[src/rtl/router_pkg.sv]
// Definitions shared by the router's input FIFOs, arbiters and crossbar.
// The one-hot crossbar-select constants match the arbiter grant encoding.
package router_pkg;

  localparam int DATA_WIDTH_DEF = 32;

  typedef enum logic [2:0] {
    PORT_L,
    PORT_N,
    PORT_E,
    PORT_W,
    PORT_S
  } port_e;

  localparam logic [4:0] XBAR_SEL_N = 5'b00001;
  localparam logic [4:0] XBAR_SEL_E = 5'b00010;
  localparam logic [4:0] XBAR_SEL_W = 5'b00100;
  localparam logic [4:0] XBAR_SEL_S = 5'b01000;
  localparam logic [4:0] XBAR_SEL_L = 5'b10000;

endpackage

[src/rtl/router_input_fifo.sv]
// Per-input-port flit buffer: DRTS/CTS handshake on the write side, and a show-ahead
// circular FIFO that pops on any output arbiter's grant.
module router_input_fifo
  import router_pkg::*;
#(
  parameter int DATA_WIDTH = DATA_WIDTH_DEF,
  parameter int DEPTH      = 4
) (
  input  logic                  clk,
  input  logic                  rst,
  input  logic [DATA_WIDTH-1:0] RX,
  input  logic                  DRTS,
  input  logic                  read_en_N,
  input  logic                  read_en_E,
  input  logic                  read_en_W,
  input  logic                  read_en_S,
  input  logic                  read_en_L,
  output logic                  CTS,
  output logic                  empty_out,
  output logic                  full_out,
  output logic [DATA_WIDTH-1:0] Data_out
);

  localparam int PW = $clog2(DEPTH);
  localparam int CW = PW + 1;

  logic [DATA_WIDTH-1:0] mem [DEPTH];
  logic [PW-1:0]         rd_ptr;
  logic [PW-1:0]         wr_ptr;
  logic [CW-1:0]         count;
  logic [4:0]            read_en_vec;
  logic                  write;
  logic                  read;

  // Grants are laid out in crossbar-select order so the vector mirrors the arbiter encoding.
  assign read_en_vec = {read_en_L, read_en_S, read_en_W, read_en_E, read_en_N};

  assign empty_out = (count == '0);
  assign full_out  = (count == CW'(DEPTH));
  assign Data_out  = mem[rd_ptr];

  assign write = DRTS & CTS;
  assign read  = (|read_en_vec) & ~empty_out;

  // CTS only rises from a not-full state and only for one cycle, so a write can never hit a
  // full FIFO: count may only fall between the CTS decision and the write it grants.
  always_ff @(posedge clk) begin
    // NOTE: state registers use non-blocking assignments so every update sees pre-edge values.
    if (rst) begin
      CTS    <= 1'b0;
      rd_ptr <= '0;
      wr_ptr <= '0;
      count  <= '0;
    end else begin
      CTS <= DRTS & ~CTS & ~full_out;
      if (write) wr_ptr <= wr_ptr + PW'(1);
      if (read)  rd_ptr <= rd_ptr + PW'(1);
      count <= count + CW'(write) - CW'(read);
    end
  end

  // NOTE: storage is deliberately not reset; the head is only meaningful while count is non-zero.
  always_ff @(posedge clk) begin
    if (write && !rst) mem[wr_ptr] <= RX;
  end

endmodule

[config.mk]
export PLATFORM = sky130hd
export DESIGN_NAME = router_input_fifo
export DESIGN_NICKNAME = d
export VERILOG_FILES = /design/src/rtl/router_pkg.sv /design/src/rtl/router_input_fifo.sv
export SDC_FILE = /design/constraint.sdc
export NUM_CORES = 1
export LEC_CHECK = 0
export CELL_PAD_IN_SITES_DETAIL_PLACEMENT = 0
export CELL_PAD_IN_SITES_GLOBAL_PLACEMENT = 1
export CORE_MARGIN = 1
export CORE_UTILIZATION = 47
export CTS_CLUSTER_SIZE = 20
export DETAILED_ROUTE_END_ITERATION = 12
export GPL_TIMING_DRIVEN = 0
export PLACE_DENSITY = 0.87
export REMOVE_ABC_BUFFERS = 1
export SYNTH_ARGS = -nofsm -noshare
export SYNTH_HDL_FRONTEND = slang
export SYNTH_SLANG_ARGS = --single-unit
[constraint.sdc]
create_clock -name clk -period 2.4 [get_ports clk]
set_input_delay 0.48 -clock clk [delete_from_list [all_inputs] [get_ports clk]]
set_output_delay 0.48 -clock clk [all_outputs]
set_load 0.05 [all_outputs]
# ---- Word-level counts from Yosys, hierarchy flattened
# Memory sizes are Yosys's and may differ from the RTL's. A register that Yosys moved wholly into a read port is not among the register bits.
# Cells that the tools add are included.
dict set report classes {
  add_sub_neg 4
  n_mul 0
  div 0
  n_lt_le_gt_ge 0
  n_eq_ne 1
  shift 0
  muxes 4
  bitwise 7
  reduce_logical 4
}
# operator count
set ops {}
lappend ops {{OR reduction 5 bit} 1}
lappend ops {{adder 2 x 1 -> 2 bit, second input constant} 2}
lappend ops {{AND 1 bit} 4}
lappend ops {{2-to-1 mux 2 bit} 2}
lappend ops {{adder 3 x 1 -> 3 bit} 1}
lappend ops {{equality test 3 bit, second input constant} 1}
lappend ops {{logical NOT 3 bit} 1}
lappend ops {{inverter 1 bit} 3}
lappend ops {{subtractor 3 x 1 -> 3 bit} 1}
lappend ops {{2-to-1 mux 1 bit} 2}
lappend ops {{logical AND 1 bit} 1}
lappend ops {{logical NOT 1 bit} 1}
dict set report word_totals {
  ff_bits 8
  latch_bits 0
  ram_bits 128
  romBits 0
  output_inout_bits 35
  elab_cells 25
  memories 1
}
# memory depth word_bits read_ports rd_clocked_by_memory_dff write_ports line_no
set memory_table {}
lappend memory_table {mem 4 32 1 1 1 router_input_fifo.sv:27} ;# logic [DATA_WIDTH-1:0] mem [DEPTH];

# ---- Depth between registers and ports, before layout
# Gate-level depths: netlist of run 1.
dict set report depth {
  depth_word 5
  depth_mapped 10
  depth_no_buf 10
}

# ---- Least setup slack after synthesis of run 1
# Ideal clock, no wire load.
dict set report synth_timing {
  path_kind {reg-to-reg}
  from {register count[1]}
  to {register count[2]}
  setup_ps 78
  t_arrival_ps 2481
  slack_ps -159
  path_stages_with_launch 11
  path_buffers 0
  cell_sequence {dfxtp_1 -> nor3_2 -> a21oi_2 -> ha_1 -> inv_1 -> ha_1 -> inv_1 -> fa_1 -> xor2_1 -> and2_1 -> nor3_1}
}
dict set report synth_via {
  elab_chain_cells 4
}
# item line_no
set synth_rtl {}
lappend synth_rtl {{start, declared} router_input_fifo.sv:30} ;# logic [CW-1:0] count;
lappend synth_rtl {{start signal, assigned} router_input_fifo.sv:58} ;# count <= count + CW'(write) - CW'(read);
lappend synth_rtl {{logical NOT 3 bit} router_input_fifo.sv:38} ;# assign empty_out = (count == '0);
lappend synth_rtl {{named net empty_out} router_input_fifo.sv:19} ;# output logic empty_out,
lappend synth_rtl {{inverter 1 bit} router_input_fifo.sv:43} ;# assign read = (|read_en_vec) & ~empty_out;
lappend synth_rtl {{AND 1 bit} router_input_fifo.sv:43}
lappend synth_rtl {{named net read} router_input_fifo.sv:33} ;# logic read;
lappend synth_rtl {{subtractor 3 x 1 -> 3 bit} router_input_fifo.sv:58}
# The timed path passes the listed nets, and every way through them passes these cells.
# A chain may end at the register's enable or synchronous reset.

==> results of run 1 <==
worst max path at each step:
stage / from / to / slack (ns) / depth (start not counted)
floorplan: flip-flop / Data_out[26] / -0.46 / 1
global placement: flip-flop / Data_out[31] / -1.51 / 2
detailed placement: read_en_N / count[2] / -0.39 / 11
CTS: flip-flop / Data_out[31] / -0.11 / 3
global route: flip-flop / Data_out[14] / -0.01 / 3
finish: flip-flop / Data_out[31] / 0.04 / 3
kinds of logic (layout without fill, tap and decap cells):
logic type	after synthesis	count (layout)	synth area share (%)
and+or+nand+nor	22	22	2.60
buffers and inverters	14	120	2.17
DFF	138	138	78.0
muxes	35	35	14.7
adders and majority gates	7	7	1.83
AOI/OAI and AO/OA	3	3	0.410
xor gates and xnor gates	2	2	0.338
cells in the mapped netlist:
cell type and count:
edfxtp_1 128, mux4_2 30, dfxtp_1 10, nor2_1 7, ha_1 6, inv_1 6, and2_1 5, buf_12 3
buf_2 3, mux2_1 3, mux4_1 2, nand2_1 2, nor2b_1 2, a211oi_1 1, a21oi_1 1, a21oi_2 1
buf_6 1, clkbuf_1 1, fa_1 1, nand3_1 1, nor3_1 1, nor3_2 1, nor3b_1 1, nor4_4 1
nor4b_1 1, xnor2_1 1, xor2_1 1
flip-flops by register name, indices dropped and copies added, names as in the netlist, named ones only:
register  flops
wr_ptr        2
rd_ptr        2
CTS           1
count         3
mem         128
power breakdown:
part           total, mW  switching (mW)  leakage [nW]  internal, mW
combinational       2.61            1.59         0.703          1.02
sequential          2.82          0.0969          1.24          2.72
clock               2.22           0.959         0.250          1.26
layout make-up:
type | instances | area (sq um)
repair buffers | 82 | 753
fillers | 715 | 3960
well taps | 136 | 170
clock inverters | 15 | 104
flip-flops and latches | 138 | 4050
inverters | 6 | 22.5
multi-input cells | 69 | 1040
clock buffers | 17 | 414
through the flow:
stage | instance area (sq um) | utilization [%] | hold slack, ns | total power [mW] | std cells
finish | 6550 | 62.3 | 0.493 | 7.65 | 463
global route | 6550 | 62.3 | 0.522 | 7.94 | 463
CTS | 6540 | 62.2 | 0.494 | 7.69 | 462
detailed placement | 6040 | 57.4 | 0.482 | 5.45 | 424
global placement | 6010 | 57.2 | 0.478 | 5.43 | 423
floorplan | 5100 | - | 0.463 | 4.64 | 213
what timing repair did:
action                     CTS  global route
cloned                       1             1
setup endpoints to repair   34            14
buffers inserted             5             0
gates resized for setup    174             5
routing by layer:
metal / GRT usage, % / vias to the layer above / part of all wire, %
met5: 0 / - / 0
met4: 6.75 / 0 / 0.27
met3: 5.35 / 2 / 7.0
met2: 25.9 / 75 / 49
met1: 22.8 / 1231 / 44
li1: - / 1097 / -
critical path, cell delays in order (launching register included):
cell and delay, ns:
dfxtp_4 0.44, buf_12 0.16, mux4_1 0.55, buf_2 0.23
==> key figures, run 1 <==
Status
  – Outcome: complete, no violations

Yosys
  – Synth Instances: 221
  – #FFs+latches synth: 138
  – Mapped Area: 0.00519 sq mm
  – Post-synth top area share: 74.1%
  – Area contributors post-synth: edfxtp_1, mux4_2, dfxtp_1
  – Sequential share of the synthesized area: 78.0%
  – Avg Synthesized Cell Area: 23.5 sq um
  – Total number of yosys warnings: 0
  – Yosys top cell by area: edfxtp_1
  – Library cells used by synthesis: 27

Clock tree
  – Clock Tree Buf Depth: 2
  – Hold_buf cts: 0
  – Root buf cell: clkbuf_8
  – Clock sink count: 138
  – CTS clk-pin slew, worst paths: 0.06 ns
  – Clock latency on the worst-skew pair: 0.51 ns
  – CTS tree: built
  – CTS buffer count: 17
  – H-tree depth: 4

Detailed routing
  – DRT iter0 DRCs: 136
  – Antenna Nets Post-Route: 0
  – DRC: 0
  – DR pass1 iterations: 4
  – Routed Wire Length: 8.78 mm
  – Wirelength per Cell: 19.0 um
  – Detailed-route via count: 2405
  – Vias per Instance: 5.19

Timing
  – Final Max Tran Viols: 0
  – Crit path time final: 2.36 ns
  – Max Freq: 0.424 GHz
  – Tcrit/Tclk final: 98.3%
  – RSZ-0062 raised after global routing: yes
  – Final worst slack: 0.0405 ns
  – Fin. Hold Viols: 0
  – Sum Neg Setup Slack: 0 ns
  – Worst slew pin tran: 0.861 ns
  – Clock Skew: 0.00608 ns
  – # setup viols final: 0
  – Worst slew margin: 42.6%

Critical path
  – Worst R2R End: count[2]
  – Worst reg2reg path depth: 10
  – FF-to-FF setup slack: 0.25 ns
  – Critical path peak fanout: 6
  – Critical path startpoint category: flip-flop
  – Worst EP required: 1.92 ns
  – Setup CP Type: flip-flop to output pin
  – Critical R2R Launch: count[1]
  – Worst setup EP type: output pin
  – Worst EP arrival: 1.88 ns

Global routing
  – Initial antenna violation count: 0
  – Largest net degree at the start of global routing: 33
  – Vias in the first global route: 2504
  – Global-route wire length before repair: 13.6 mm
  – Grt total ovfl: 0
  – Total GRT Usage: 17.0%

Place
  – Final HPWL DP: 4.82 mm
  – # port buffers: 74
  – Final GP Congestion: 0.638
  – Worst slack, placed: -0.390 ns

Hold path
  – Hold Path Class: flip-flop to flip-flop
  – Hold path start: CTS
  – Hold Crit Endpoint: CTS
  – Worst Hold Path Cells: 1

Cells and area
  – Layout area overhead: 26.3%
  – Final nets: 361
  – Leading cell types in the layout, fill and taps excluded: edfxtp_1, clkdlybuf4s50_1, mux4_2
  – N_diodes: 0
  – Share of layout cells above drive strength 1: 33.9%
  – Commonest non-fill, non-tap cell in the layout: edfxtp_1

Floorplan
  – Initial Util: 49.4%
  – Die ar.: 0.0115 sq mm
  – # IOs: 75
  – Die width: 107 um
  – Rows: 37
  – Core area: 0.0105 sq mm
  – Die Span Y: 107 um

Pwr
  – Pwr dens: 1170 mW/mm^2
  – VDD IR max: 0.630 mV
  – Leakage power: 2.19 nW

Flow run
  – MaxCap Viol Count: 0
Note: power is estimated with default switching activity, not from simulation.
==> inputs of run 2 (changes only) <==
PLACE_DENSITY = 0.86   (was 0.87)
==> key figures, run 2 (same netlist as run 1, synthesis figures left out) <==
Status
  – Outcome: finished, violations left
  – Failing checks: negative setup slack

Floorplan
  – Rows: 37 (unchanged)
  – Core area: 0.0105 sq mm (unchanged)
  – Die Span Y: 107 um (unchanged)
  – Die width: 107 um (unchanged)
  – # IOs: 75 (unchanged)
  – Initial Util: 49.4% (unchanged)
  – Die ar.: 0.0115 sq mm (unchanged)

Cells and area
  – Commonest non-fill, non-tap cell in the layout: edfxtp_1
  – Post-route insts no fill: 462 (-0.22%)
  – Final nets: 360 (-0.28%)
  – Largest registers: mem x128, count x3
  – Leading cell types in the layout, fill and taps excluded: edfxtp_1, clkdlybuf4s50_1, mux4_2
  – Top reg by flops: mem
  – Post-layout util: 63.3% (+0.98 points)
  – Share of layout cells above drive strength 1: 34.0% (+0.10 points)
  – Max FFs per register: 128 (unchanged)
  – N_diodes: 0 (unchanged)
  – Layout area overhead: 28.3%

Clock tree
  – Clock latency on the worst-skew pair: 0.51 ns (about the same)
  – Clock Tree Buf Depth: 2 (unchanged)
  – Clock sink count: 138 (unchanged)
  – H-tree depth: 4 (unchanged)
  – CTS buffer count: 17 (unchanged)
  – Root buf cell: clkbuf_8
  – CTS tree: built
  – CTS clk-pin slew, worst paths: 0.06 ns (about the same)

Critical path
  – Max stage delay on crit path: 0.52 ns (-0.03 ns)
  – Worst EP arrival: 1.94 ns (+0.06 ns)
  – Worst reg2reg path depth: 10 (unchanged)
  – FF-to-FF setup slack: 0.29 ns (+0.04 ns)
  – Critical path peak fanout: 6 (unchanged)
  – Worst EP required: 1.92 ns (about the same)
  – Critical path startpoint category: flip-flop
  – Critical R2R Launch: count[1]
  – Largest delay contributor family on the critical path: multiplexers
  – Crit-path slowest cell: mux4_2
  – Worst path depth: 3 (unchanged)
  – Number of buffers and inverters on the critical path: 2 (unchanged)
  – Setup CP Type: flip-flop to output pin
  – Worst R2R End: count[2]
  – Worst setup EP type: output pin
  – CP Cell Sequence: bufbuf_16 -> mux4_2 -> buf_6

Hold path
  – Hold path start: CTS
  – Hold Crit Endpoint: CTS
  – Hold Path Class: flip-flop to flip-flop
  – Worst Hold Path Cells: 1 (unchanged)

Global routing
  – Global-route wire length before repair: 14.8 mm (+8.2%)
  – Largest net degree at the start of global routing: 33 (unchanged)
  – Grt total ovfl: 0 (unchanged)
  – Initial antenna violation count: 0 (unchanged)
  – Total GRT Usage: 18.4% (+1.4 points)
  – Vias in the first global route: 2647 (+5.7%)

Pwr
  – Pwr dens: 1210 mW/mm^2 (+3.7%)
  – VDD IR max: 0.591 mV (-6.2%)
  – Leakage power: 2.23 nW (+1.7%)

Timing
  – # setup viols final: 6 (+6)
  – Crit path time final: 2.42 ns (+0.0649 ns)
  – RSZ-0062 raised after global routing: yes
  – Worst slew pin tran: 0.905 ns (+0.0438 ns)
  – Final worst slack: -0.0244 ns (-0.0649 ns)
  – Final Max Tran Viols: 0 (unchanged)
  – Hold_ws: 0.495 ns (+0.00179 ns)
  – Clock Skew: 0.00505 ns (-0.00104 ns)
  – Worst slew margin: 39.7% (-2.9 points)
  – Max Freq: 0.412 GHz (-2.7%)
  – Tcrit/Tclk final: 101% (+2.7 points)
  – Fin. Hold Viols: 0 (unchanged)

Detailed routing
  – DR pass1 iterations: 4 (unchanged)
  – Antenna Nets Post-Route: 0 (unchanged)
  – DRC: 0 (unchanged)
  – Detailed-route via count: 2450 (+1.9%)
  – Routed Wire Length: 9.41 mm (+7.3%)
  – DRT iter0 DRCs: 136 (unchanged)
  – Wirelength per Cell: 20.4 um (+7.5%)
  – Vias per Instance: 5.30 (+2.1%)

Place
  – Final GP Congestion: 0.643 (+0.75%)
  – Final HPWL DP: 4.86 mm (+0.70%)
  – # port buffers: 74 (unchanged)
  – Placed cell count: 424 (unchanged)

Flow run
  – MaxCap Viol Count: 0 (unchanged)
-- run 2: cell types whose count changed in the layout (fill, tap and decap cells not counted), moves of 2 or more --
cell       previous run  this run
buf_4                15        10
clkinv_2              6         1
bufinv_16             0         2
buf_6                 0        10
mux4_2               30        32
inv_6                 2         4
mux4_1                2         0
buf_2                19        13
inv_8                 0         2
-- run 2: layer usage --
metal	up-vias	GRT usage (%)	routed length (um)
met3	9	5.78	607
met4	0	5.58	87
met5	-	0	0
li1	1102	-	-
met1	1259	23.9	3940
met2	80	29.8	4780
-- run 2: repair_timing --
item	in CTS	in global routing
hold buffers	0	0
gates resized for setup	187	12
buffers inserted	5	0
setup endpoints to repair	34	20
cloned	2	0
-- run 2: worst max path at each step --
stage | startpoint | to | slack [ns]
finish | flip-flop | Data_out[26] | -0.02
global route | flip-flop | Data_out[26] | -0.07
CTS | flip-flop | Data_out[31] | -0.12
detailed placement | read_en_N | count[2] | -0.35
global placement | flip-flop | Data_out[31] | -1.56
floorplan | flip-flop | Data_out[26] | -0.46
-- run 2: metrics by stage --
step                      setup TNS, ns  total power [mW]  worst slack, ns  area (sq um)
final                           -0.0706              8.06          -0.0244          6650
after detailed placement         -27.45              5.45           -0.353          6040
after global routing             -0.526              8.34          -0.0749          6650
after CTS                        -0.790              8.10           -0.123          6650
after floorplan                  -10.62              4.64           -0.460          5100
after global placement          -143.79              5.42            -1.56          6010
-- run 2: area by class of cell --
cell class,instances,area [sq um]
multi-input combinational,69,1030
sequential,138,4050
tap,136,170
inverter,6,22.5
fill,733,3850
clock buffer,17,414
timing repair buffer,81,801
clock inverter,15,166
-- run 2: power by group --
part	total, mW	leakage (nW)	internal, mW	switching (mW)
Sequential	2.80	1.24	2.72	0.0863
Combinational	2.73	0.713	1.11	1.62
Clock	2.53	0.277	1.50	1.02
Total	8.06	2.23	5.33	2.73
